<file path="config.mk">
export PLATFORM = sky130hd
export DESIGN_NAME = fwd_router_3way
export DESIGN_NICKNAME = d
export VERILOG_FILES = /design/src/rtl/fwd_router_3way.sv
export SDC_FILE = /design/constraint.sdc
export NUM_CORES = 1
export LEC_CHECK = 0
export CELL_PAD_IN_SITES_DETAIL_PLACEMENT = 1
export CELL_PAD_IN_SITES_GLOBAL_PLACEMENT = 1
export CORE_MARGIN = 8
export CORE_UTILIZATION = 53
export CTS_CLUSTER_DIAMETER = 150
export DETAILED_ROUTE_END_ITERATION = 16
export PLACE_DENSITY_LB_ADDON = 0.1
export SKIP_CTS_REPAIR_TIMING = 1
export SYNTH_ARGS = -nofsm -noshare
export SYNTH_HDL_FRONTEND = slang
export SYNTH_SLANG_ARGS = --single-unit
</file>
<file path="constraint.sdc">
create_clock -name clk -period 5.6 [get_ports clk]
set_input_delay 1.12 -clock clk [delete_from_list [all_inputs] [get_ports clk]]
set_output_delay 1.12 -clock clk [all_outputs]
set_load 0.005 [all_outputs]
</file>
<file path="src/rtl/fwd_router_3way.sv">
// Three-way packet forwarder: decodes dx/dy hop fields and queues each packet in one of
// three first-word-fall-through FIFOs. Optional drop counter enabled by FWD_ROUTER_DROP_CNT_EN.
module fwd_router_3way #(
    parameter int DATA_WIDTH = 32,
    parameter int DX_MSB     = 29,
    parameter int DX_LSB     = 21,
    parameter int DY_MSB     = 20,
    parameter int DY_LSB     = 12,
    parameter int ADD        = -1,
    parameter int DEPTH_LOG2 = 2
) (
    input  logic                  clk,
    input  logic                  rst,
    input  logic [DATA_WIDTH-1:0] din,
    input  logic                  wen,
    output logic                  full,
    output logic [DATA_WIDTH-1:0] dout_a,
    output logic [DX_LSB-1:0]     dout_b,
    output logic [DX_LSB-1:0]     dout_c,
    output logic                  valid_a,
    output logic                  valid_b,
    output logic                  valid_c,
    input  logic                  ren_a,
    input  logic                  ren_b,
    input  logic                  ren_c,
    output logic [15:0]           drop_cnt
);

    localparam int DXW   = DX_MSB - DX_LSB + 1;
    localparam int DYW   = DY_MSB - DY_LSB + 1;
    localparam int DEPTH = 1 << DEPTH_LOG2;
    localparam logic [DXW-1:0]      AddTrunc = DXW'(ADD);
    localparam logic [DEPTH_LOG2:0] DepthCnt = (DEPTH_LOG2 + 1)'(DEPTH);

    logic [DXW-1:0]        dx;
    logic [DYW-1:0]        dy;
    logic                  dy_neg;
    logic [2:0]            tgt;
    logic [2:0]            full_vec;
    logic [2:0]            valid_vec;
    logic [2:0]            push;
    logic [2:0]            pop;
    logic [2:0]            ren;
    logic [DATA_WIDTH-1:0] a_entry;

    logic [DEPTH_LOG2-1:0] wptr [3];
    logic [DEPTH_LOG2-1:0] rptr [3];
    logic [DEPTH_LOG2:0]   cnt  [3];

    logic [DATA_WIDTH-1:0] mem_a [DEPTH];
    logic [DX_LSB-1:0]     mem_b [DEPTH];
    logic [DX_LSB-1:0]     mem_c [DEPTH];

    assign dx     = din[DX_MSB:DX_LSB];
    assign dy     = din[DY_MSB:DY_LSB];
    assign dy_neg = $signed(dy) < 0;
    assign ren    = {ren_c, ren_b, ren_a};

    // Index 0 = A (straight), 1 = B (north, dy >= 0), 2 = C (south, dy < 0).
    assign tgt = {(dx == '0) && dy_neg, (dx == '0) && !dy_neg, dx != '0};

    always_comb begin
        a_entry = din;
        a_entry[DX_MSB:DX_LSB] = dx + AddTrunc;
    end

    always_comb begin
        full_vec  = '0;
        valid_vec = '0;
        for (int i = 0; i < 3; i++) begin
            full_vec[i]  = (cnt[i] == DepthCnt);
            valid_vec[i] = (cnt[i] != '0);
        end
    end

    // Admission uses start-of-cycle occupancy, so a same-cycle pop never frees a slot.
    assign full = |(tgt & full_vec);
    assign push = {3{wen}} & tgt & ~full_vec;
    assign pop  = ren & valid_vec;

    always_ff @(posedge clk or posedge rst) begin
        if (rst) begin
            for (int i = 0; i < 3; i++) begin
                wptr[i] <= '0;
                rptr[i] <= '0;
                cnt[i]  <= '0;
            end
        end else begin
            for (int i = 0; i < 3; i++) begin
                if (push[i]) wptr[i] <= wptr[i] + 1'b1;
                if (pop[i])  rptr[i] <= rptr[i] + 1'b1;
                if (push[i] && !pop[i]) begin
                    cnt[i] <= cnt[i] + 1'b1;
                end else if (pop[i] && !push[i]) begin
                    cnt[i] <= cnt[i] - 1'b1;
                end
            end
        end
    end

    always_ff @(posedge clk) begin
        if (push[0]) mem_a[wptr[0]] <= a_entry;
        if (push[1]) mem_b[wptr[1]] <= din[DX_LSB-1:0];
        if (push[2]) mem_c[wptr[2]] <= din[DX_LSB-1:0];
    end

    // Storage is not reset; gating with valid keeps empty outputs at zero.
    assign valid_a = valid_vec[0];
    assign valid_b = valid_vec[1];
    assign valid_c = valid_vec[2];
    assign dout_a  = valid_vec[0] ? mem_a[rptr[0]] : '0;
    assign dout_b  = valid_vec[1] ? mem_b[rptr[1]] : '0;
    assign dout_c  = valid_vec[2] ? mem_c[rptr[2]] : '0;

`ifdef FWD_ROUTER_DROP_CNT_EN
    logic        drop;
    logic [15:0] drop_q;

    assign drop = wen & full;

    always_ff @(posedge clk or posedge rst) begin
        if (rst) begin
            drop_q <= '0;
        end else if (drop && (drop_q != 16'hFFFF)) begin
            drop_q <= drop_q + 16'd1;
        end
    end

    assign drop_cnt = drop_q;
`else
    assign drop_cnt = 16'h0000;
`endif

endmodule

</file>
==> results.json, run 1 <==
{
  "register_area_um2": 9415,
  "num_vias": 6097,
  "ir_drop_mv": 0.2967,
  "min_path_type": "reg -> reg",
  "status": "finished, final reports clean",
  "grt_pass1_wl_mm": 42.06,
  "grt_antenna_before_repair": 1,
  "drt_iter0_drc": 435,
  "dpl.hpwl_mm": 17.50,
  "detail-route-antenna-nets": 0,
  "rows": 56,
  "synth.avg_cell_area_um2": 20.48,
  "htree_levels": 2,
  "drc": 0,
  "period_share_pct": 77.57,
  "global_route.usage.met1_pct": 24.32,
  "yosysTopAreaCell": "edfxtp_1",
  "critical-path-top-delay-family": "buffers and inverters",
  "p_leak_nw": 5.090,
  "first_global_vias": 6991,
  "synth_top_area_share_pct": 69.89,
  "fin_crit_ns": 4.344,
  "use_met2_pct": 34.30,
  "path_class": "in -> out",
  "synthToLayoutAreaGrowth_pct": 20.07,
  "antenna_cells": 0,
  "cts_max_path_buffers": 3,
  "finalInstanceArea_um2": 15270,
  "drive_gt1_share_pct": 19.02,
  "tritoncts": "done",
  "ys_seq_elements": 317,
  "cts.sinks": 317,
  "dieWidth_um": 170.9,
  "p_per_area_nw_per_um2": 508.9,
  "critPathBufInv": 3,
  "critPathArrivalTime_ns": 3.22,
  "placed_area_um2": 14160,
  "synth_area_um2": 12720,
  "wirelength_mm": 27.66,
  "cts_made_buffers": 34,
  "fin_setup_tns_ns": 0,
  "drt-vias-per-instance": 5.558,
  "busiest_layer": "met2",
  "firstDrtPassIters": 5,
  "drv_cap": 0,
  "pin_count": 132,
  "startpoint_type": "primary input",
  "synth_warnings": 0,
  "max_stage_delay_ns": 0.53,
  "multiInputGateArea_um2": 3082,
  "critPathMaxFanout": 6,
  "grt_max_degree": 36,
  "setup_violations": 0,
  "gr-usage-met3_pct": 3.595,
  "track_usage_pct": 19.40,
  "required_ns": 4.48,
  "clkTransAtPathRegs_ns": 0.05,
  "insertion_delay_ns": 0.50,
  "port_buffers": 115,
  "initial_core_util_pct": 54.02,
  "crit_slowest_cell": "clkdlybuf4s50_1",
  "root_buffer": "clkbuf_16",
  "fp.dieH_um": 170.9,
  "slew_headroom_pct": 21.25,
  "critPathMostFrequentCell": "clkdlybuf4s50_1",
  "clock_skew_ns": 0.01734,
  "slew_viol_final": 0,
  "rsz0062_at_grt": "no",
  "netlist_instances": 621,
  "finalHoldViolCount": 0,
  "overflow": 0,
  "layout.nets": 811,
  "cp_cell_sequence": "clkdlybuf4s50_1 > inv_1 > ha_1 > nor4b_1 > a22oi_1 > a31oi_1 > clkdlybuf4s50_1",
  "gp_congestion": 0.7411,
  "max_slew.worst_pin.slew_ns": 1.181,
  "worst_setup_path_end_kind": "output port",
  "ys_types": 34,
  "synth.area.top_cells": "edfxtp_1, mux4_2, dfrtp_1, and2_1, ha_1",
  "seq_area_frac_synth_pct": 74.02,
  "die_area_um2": 29210,
  "wire_per_inst_um": 25.21,
  "fp.coreArea_um2": 23540,
  "nFillCells": 1979,
  "timing.fmax_mhz": 230.2
}
-- cells by family after synthesis --
kind of cell             count (synthesis)  share of synthesized area [%]
adder cells (fa/ha/maj)                 20                          2.145
flip-flops                             317                          74.02
AND/OR/NAND/NOR                        118                          5.952
multiplexers                            81                          13.77
XOR/XNOR                                24                          1.653
other                                    1                        0.02948
buffers and inverters                   56                          2.194
AO/OA/AOI/OAI                            4                         0.2362
-- state kept, by name (all words and copies together), names as in the netlist --
signal  flops
cnt         9
mem_a     128
mem_b      84
mem_c      84
rptr        6
wptr        6
-- Yosys cell counts --
library cell,number
inv_1,14
nand2b_1,1
or3_1,3
nor4_1,2
mux2i_1,1
buf_4,16
xor2_1,9
nand3_1,5
mux2_2,4
dfrtp_1,21
nor4b_1,1
a221oi_1,1
and2_2,7
mux2_4,2
buf_2,7
edfxtp_1,296
o31ai_1,1
or4_4,1
mux4_2,74
and2_1,79
conb_1,1
clkbuf_1,16
nor4_4,2
or4_1,1
buf_1,3
xnor2_1,15
nor3b_1,2
fa_1,3
nand2_1,6
ha_1,17
a31oi_1,1
or4b_4,1
nor2_1,7
a22oi_1,1
-- worst register-to-register path, delay by kind of cell (launching register included) --
kind                     cells  cell delay (ns)
adder cells (fa/ha/maj)      2             0.60
buffers and inverters        1             0.06
XOR/XNOR                     2             0.30
flip-flops                   1             0.43
AND/OR/NAND/NOR              3             1.35
-- layout by cell type, fill, tap and decap left out, types with 8 or more instances in the layout --
cell type and instances:
mux4_2 74, buf_4 8, inv_1 14, edfxtp_1 296
xor2_1 9, clkbuf_16 37, and2_1 79, dfrtp_1 20
clkdlybuf4s50_1 115, conb_1 16, xnor2_1 15, ha_1 17
-- final cells by class --
| type | instances | area share, % |
|---|---|---|
| repair buffers | 123 | 7.931 |
| multi-input cells | 263 | 20.18 |
| clock inverters | 18 | 1.065 |
| clock buffers | 43 | 6.211 |
| well taps | 319 | 2.614 |
| flip-flops and latches | 317 | 61.66 |
| inverters | 14 | 0.3441 |
-- worst paths after layout --
path	startpoint	end	slack, ns	depth (start not counted)
min in group asynchronous	rst	rptr[3]$_DFFE_PP0P_	1.13	2
max reg2reg	cnt[6]$_DFFE_PP0P_	cnt[8]$_DFFE_PP0P_	2.79	8
min	cnt[2]$_DFFE_PP0P_	cnt[2]$_DFFE_PP0P_	0.49	1
min reg2reg	cnt[2]$_DFFE_PP0P_	cnt[2]$_DFFE_PP0P_	0.49	1
max in group asynchronous	rst	rptr[4]$_DFFE_PP0P_	3.86	2
max	din[21]	full	1.26	7
-- metal layers --
layer | vias to the layer above | wire, µm
met5 | - | 0
met2 | 163 | 14470
met1 | 3229 | 11170
li1 | 2667 | -
met3 | 38 | 1500
met4 | 0 | 520
-- through the flow --
| stage | utilization [%] | total power, mW | hold WS, ns | worst slack, ns | instances |
|---|---|---|---|---|---|
| 2_1_floorplan | - | 4.388 | 0.4471 | 2.194 | 636 |
| 3_3_place_gp | 60.15 | 5.555 | 0.4640 | 1.318 | 1036 |
| 3_5_place_dp | 60.15 | 5.642 | 0.4860 | 1.221 | 1036 |
| 4_1_cts | 64.87 | 7.888 | 0.4930 | 1.247 | 1097 |
| 5_1_grt | 64.87 | 8.136 | 0.5221 | 1.080 | 1097 |
| 6_report | 64.87 | 7.771 | 0.4883 | 1.256 | 1097 |
-- power breakdown --
| part | internal, mW | switching [mW] |
|---|---|---|
| logic | 1.49 | 0.930 |
| registers | 2.87 | 0.276 |
| clock network | 1.34 | 0.873 |
Power figures use the tool's default switching activity.
==> run 2: changes to the inputs <==
CORE_UTILIZATION = 44   (was 53)
clock period = 3.93 ns   (was 5.6 ns; I/O delays follow)
==> run 2 against run 1 <==
Net effect: count of clock-buffer cells in the layout rose by 7; first-iteration DRC count is 18% lower; register-to-register slack got worse by 1.7 ns; sequential share of layout area shrank 1.0 points; critical endpoint unchanged.
==> results.json, run 2 (synthesis gave the netlist of run 1 again) <==
{
  "status": "finished, final reports clean",
  "register_area_um2": 9415,
  "port_buffers": 115,
  "track_usage_pct": 15.89,
  "num_vias": 6075,
  "critPathMaxFanout": 6,
  "timing.fmax_mhz": 274.3,
  "cts_made_buffers": 34,
  "grt_pass1_wl_mm": 41.21,
  "htree_levels": 2,
  "die_area_um2": 34600,
  "cts.sinks": 317,
  "fp.coreArea_um2": 28550,
  "startpoint_type": "primary input",
  "clkTransAtPathRegs_ns": 0.06,
  "drt_iter0_drc": 356,
  "overflow": 0,
  "drive_gt1_share_pct": 21.13,
  "first_global_vias": 6980,
  "cts_max_path_buffers": 3,
  "grt_antenna_before_repair": 0,
  "initial_core_util_pct": 44.55,
  "final_cell_mix": "edfxtp_1, clkdlybuf4s50_1, and2_1",
  "slew_headroom_pct": 22.24,
  "multiInputGateArea_um2": 3087,
  "firstDrtPassIters": 7,
  "insertion_delay_ns": 0.50,
  "critPathArrivalTime_ns": 2.86,
  "ir_drop_mv": 0.4265,
  "required_ns": 3.14,
  "path_class": "in -> out",
  "nFillCells": 2585,
  "wirelength_mm": 26.44,
  "wire_per_inst_um": 22.42,
  "dpl.hpwl_mm": 17.43,
  "max_slew.worst_pin.slew_ns": 1.166,
  "largest_reg_flops": 128,
  "rows": 62,
  "drt-vias-per-instance": 5.153,
  "worst_setup_path_end_kind": "output port",
  "period_share_pct": 92.76,
  "min_path_type": "reg -> reg",
  "clock_skew_ns": 0.01219,
  "synthToLayoutAreaGrowth_pct": 22.08,
  "fp.dieH_um": 186.0,
  "tritoncts": "done",
  "grt_max_degree": 36,
  "root_buffer": "clkbuf_16",
  "p_leak_nw": 5.190,
  "final_common_cell": "edfxtp_1",
  "detail-route-antenna-nets": 0,
  "antenna_cells": 0,
  "layout.nets": 827,
  "drv_cap": 0,
  "finalHoldViolCount": 0,
  "p_per_area_nw_per_um2": 712.9,
  "slew_viol_final": 0,
  "finalPower_mw": 11.07,
  "setup_violations": 0,
  "fin_setup_tns_ns": 0,
  "rsz0062_at_grt": "no",
  "gp_congestion": 0.6946,
  "fin_crit_ns": 3.645,
  "pin_count": 132,
  "drc": 0,
  "dieWidth_um": 186.0
}
[run 2: path summary, 6_finish.rpt]
path	start	cells after the start	slack, ns	end
max	din[21]	7	0.28	full
min	rptr[0]$_DFFE_PP0P_	1	0.48	rptr[0]$_DFFE_PP0P_
max reg2reg	cnt[6]$_DFFE_PP0P_	8	1.09	cnt[8]$_DFFE_PP0P_
min reg2reg	rptr[0]$_DFFE_PP0P_	1	0.48	rptr[0]$_DFFE_PP0P_
max in group asynchronous	rst	2	2.47	rptr[4]$_DFFE_PP0P_
min in group asynchronous	rst	2	0.81	rptr[2]$_DFFE_PP0P_
[run 2: metal layers]
metal / GRT usage (%) / share of wire (%) / vias up
li1: - / - / 2696
met1: 20.40 / 42 / 3189
met2: 27.14 / 51 / 151
met3: 3.357 / 5.5 / 39
met4: 4.255 / 1.9 / 0
met5: 0 / 0 / -
[run 2: metrics by stage]
| step | instances | area [µm²] | setup WS, ns | util (%) | hold slack, ns |
|---|---|---|---|---|---|
| 2_1_floorplan | 636 | 12770 | 0.8583 | - | 0.4471 |
| 3_5_place_dp | 1117 | 14420 | 0.2514 | 50.50 | 0.4747 |
| 5_1_grt | 1179 | 15530 | 0.07103 | 54.39 | 0.4962 |
| 3_3_place_gp | 1117 | 14420 | 0.3147 | 50.50 | 0.4634 |
| 6_report | 1179 | 15530 | 0.2846 | 54.39 | 0.4811 |
| 4_1_cts | 1179 | 15530 | 0.2772 | 54.39 | 0.4864 |
[run 2: report_power, final]
part / internal [mW] / switching (mW) / total (mW) / leakage (nW)
Sequential: 4.09 / 0.185 / 4.27 / 2.92
Clock: 1.90 / 1.21 / 3.12 / 0.547
Combinational: 2.18 / 1.50 / 3.68 / 1.72
Total: 8.17 / 2.90 / 11.1 / 5.19
[run 2: final cells by class]
cell class / count / share of cell area (%)
Clock buffer: 50 / 6.471
Clock inverter: 12 / 0.6769
Inverter: 14 / 0.3385
Multi-Input combinational cell: 263 / 19.88
Sequential cell: 317 / 60.64
Tap cell: 384 / 3.095
Timing Repair Buffer: 139 / 8.897
[run 2: worst max-delay path, cell delays in order]
cell and delay (ns):
clkdlybuf4s50_1 0.46, inv_1 0.17, ha_1 0.18, nor4b_1 0.44
a22oi_1 0.13, a31oi_1 0.16, clkdlybuf4s50_1 0.54
==> run 3: changes to the inputs <==
ABC_CLOCK_PERIOD_IN_PS = 3990   (was unset)
CORE_UTILIZATION = 25   (was 44)
clock period = 3.99 ns   (was 3.93 ns; I/O delays follow)
==> run 3 against run 2 <==
Net effect: register-to-register slack got worse by 0.04 ns; total power is 3.4% higher; die area increased by 69%; worst setup slack got worse by 0.018 ns; cell area grew 3.6%; largest power group unchanged.
==> results.json, run 3 (synthesis gave the netlist of run 1 again) <==
{
  "status": "finished, final reports clean",
  "rr_startpoint": "cnt[6]$_DFFE_PP0P_",
  "track_usage_pct": 10.67,
  "p_sw_share_pct": 27.53,
  "finalHoldViolCount": 0,
  "drt-vias-per-instance": 4.150,
  "final_cell_mix": "edfxtp_1, clkdlybuf4s50_1, and2_1",
  "p_per_area_nw_per_um2": 711.1,
  "p_int_mw": 8.291,
  "critPathArrivalTime_ns": 2.92,
  "gp_congestion": 0.7251,
  "die_area_um2": 58350,
  "htree_levels": 2,
  "drive_gt1_share_pct": 21.85,
  "clkTransAtPathRegs_ns": 0.06,
  "dieWidth_um": 241.6,
  "fin_crit_ns": 3.723,
  "first_global_vias": 7039,
  "detail-route-antenna-nets": 0,
  "crit_slowest_cell": "clkdlybuf4s50_1",
  "path_class": "in -> out",
  "cts_made_buffers": 38,
  "grt_pass1_wl_mm": 47.04,
  "insertion_delay_ns": 0.54,
  "wire_per_inst_um": 21.11,
  "worst_setup_path_end_kind": "output port",
  "multiInputGateArea_um2": 3087,
  "pin_count": 132,
  "drv_cap": 0,
  "max_stage_delay_ns": 0.53,
  "wirelength_mm": 31.33,
  "largest_reg_flops": 128,
  "dpl.hpwl_mm": 21.21,
  "layout.nets": 838,
  "p_leak_nw": 5.269,
  "critPathMaxFanout": 6,
  "clock_skew_ns": 0.01564,
  "drt_iter0_drc": 339,
  "combPwrFrac_pct": 32.9,
  "cts.sinks": 317,
  "cp_cell_sequence": "clkdlybuf4s50_1 > inv_1 > ha_1 > nor4b_1 > a22oi_1 > a31oi_1 > clkdlybuf4s50_1",
  "final_common_cell": "edfxtp_1",
  "power_frac_clock_pct": 30.2,
  "nFillCells": 5045,
  "critPathMostFrequentCell": "clkdlybuf4s50_1",
  "grt_max_degree": 32,
  "fp.coreArea_um2": 50170,
  "fin_hold_ws_ns": 0.4992,
  "startpoint_type": "primary input",
  "min_path_type": "reg -> reg",
  "overflow": 0,
  "fin_setup_tns_ns": 0,
  "initial_core_util_pct": 25.35,
  "grt_antenna_before_repair": 0,
  "setup_violations": 0,
  "finalPower_mw": 11.44,
  "root_buffer": "clkbuf_16",
  "power.net_switching_mw": 3.150,
  "synthToLayoutAreaGrowth_pct": 26.51,
  "num_vias": 6159,
  "slew_viol_final": 0,
  "rsz0062_at_grt": "no",
  "period_share_pct": 93.31,
  "hold_start": "cnt[5]$_DFFE_PP0P_",
  "seqPwrFrac_pct": 37.0,
  "tritoncts": "done",
  "max_slew.worst_pin.slew_ns": 1.161,
  "ir_drop_mv": 0.2775,
  "cts_max_path_buffers": 3,
  "drc": 0,
  "slew_headroom_pct": 22.61,
  "firstDrtPassIters": 4,
  "register_area_um2": 9415,
  "port_buffers": 115,
  "timing.fmax_mhz": 268.6,
  "crit_start": "din[21]",
  "rows": 82,
  "required_ns": 3.19,
  "fp.dieH_um": 241.6
}
run 3: cell types whose count changed in the layout (fill, tap and decap cells not counted), moves of 2 or more:
cell	before	now
inv_6	0	2
clkbuf_8	3	1
buf_4	20	26
clkinv_2	6	1
diode_2	0	2
clkbuf_1	10	12
bufinv_16	2	5
clkinvlp_4	0	2
clkinv_1	4	8
run 3: worst paths after layout:
path / endpoint / slack, ns / cells past startpoint
min in group asynchronous: wptr[2]$_DFFE_PP0P_ / 0.75 / 2
worst max register to register: cnt[8]$_DFFE_PP0P_ / 1.05 / 8
worst min register to register: cnt[5]$_DFFE_PP0P_ / 0.50 / 1
worst min-delay path: cnt[5]$_DFFE_PP0P_ / 0.50 / 1
max in group asynchronous: rptr[4]$_DFFE_PP0P_ / 2.60 / 3
worst max-delay path: full / 0.27 / 7
run 3: final cells by class:
type                    instances  area share [%]
flip-flops and latches        317           58.51
multi-input cells             263           19.18
repair buffers                146           8.989
clock buffers                  51           6.275
well taps                     672           5.226
clock inverters                19           1.454
inverters                      14          0.3266
diodes                          2         0.03110
run 3: per-layer routing:
metal	vias up	share of wire, %	global-route usage (%)
met5	-	0	0
met4	0	2.1	3.141
met3	48	3.8	2.480
met2	115	50	18.14
met1	3271	44	13.43
li1	2725	-	-
run 3: metrics by stage:
step                instance area (µm²)  instances  setup WS (ns)  utilization, %
finish                            16090       1484         0.2671           32.07
global route                      16090       1482        0.06503           32.06
floorplan                         12770        636         0.9063               -
detailed placement                14840       1412         0.2137           29.58
CTS                               16090       1482         0.2085           32.06
global placement                  14840       1412         0.2957           29.58
run 3: power groups by stage:
stage,logic [mW],registers (mW),clock network [mW]
6_report,3.76,4.23,3.45
5_1_grt,4.12,4.27,3.69
4_1_cts,3.94,4.24,3.58
3_5_place_dp,3.92,4.31,0
3_3_place_gp,3.87,4.28,0
2_1_floorplan,1.97,4.19,0
run 3: critical path: cells and delay by family:
kind,cells,cell delay [ns]
fa+ha+maj,1,0.19
simple gates,1,0.48
buf+inv,3,1.12
compound gates,2,0.33
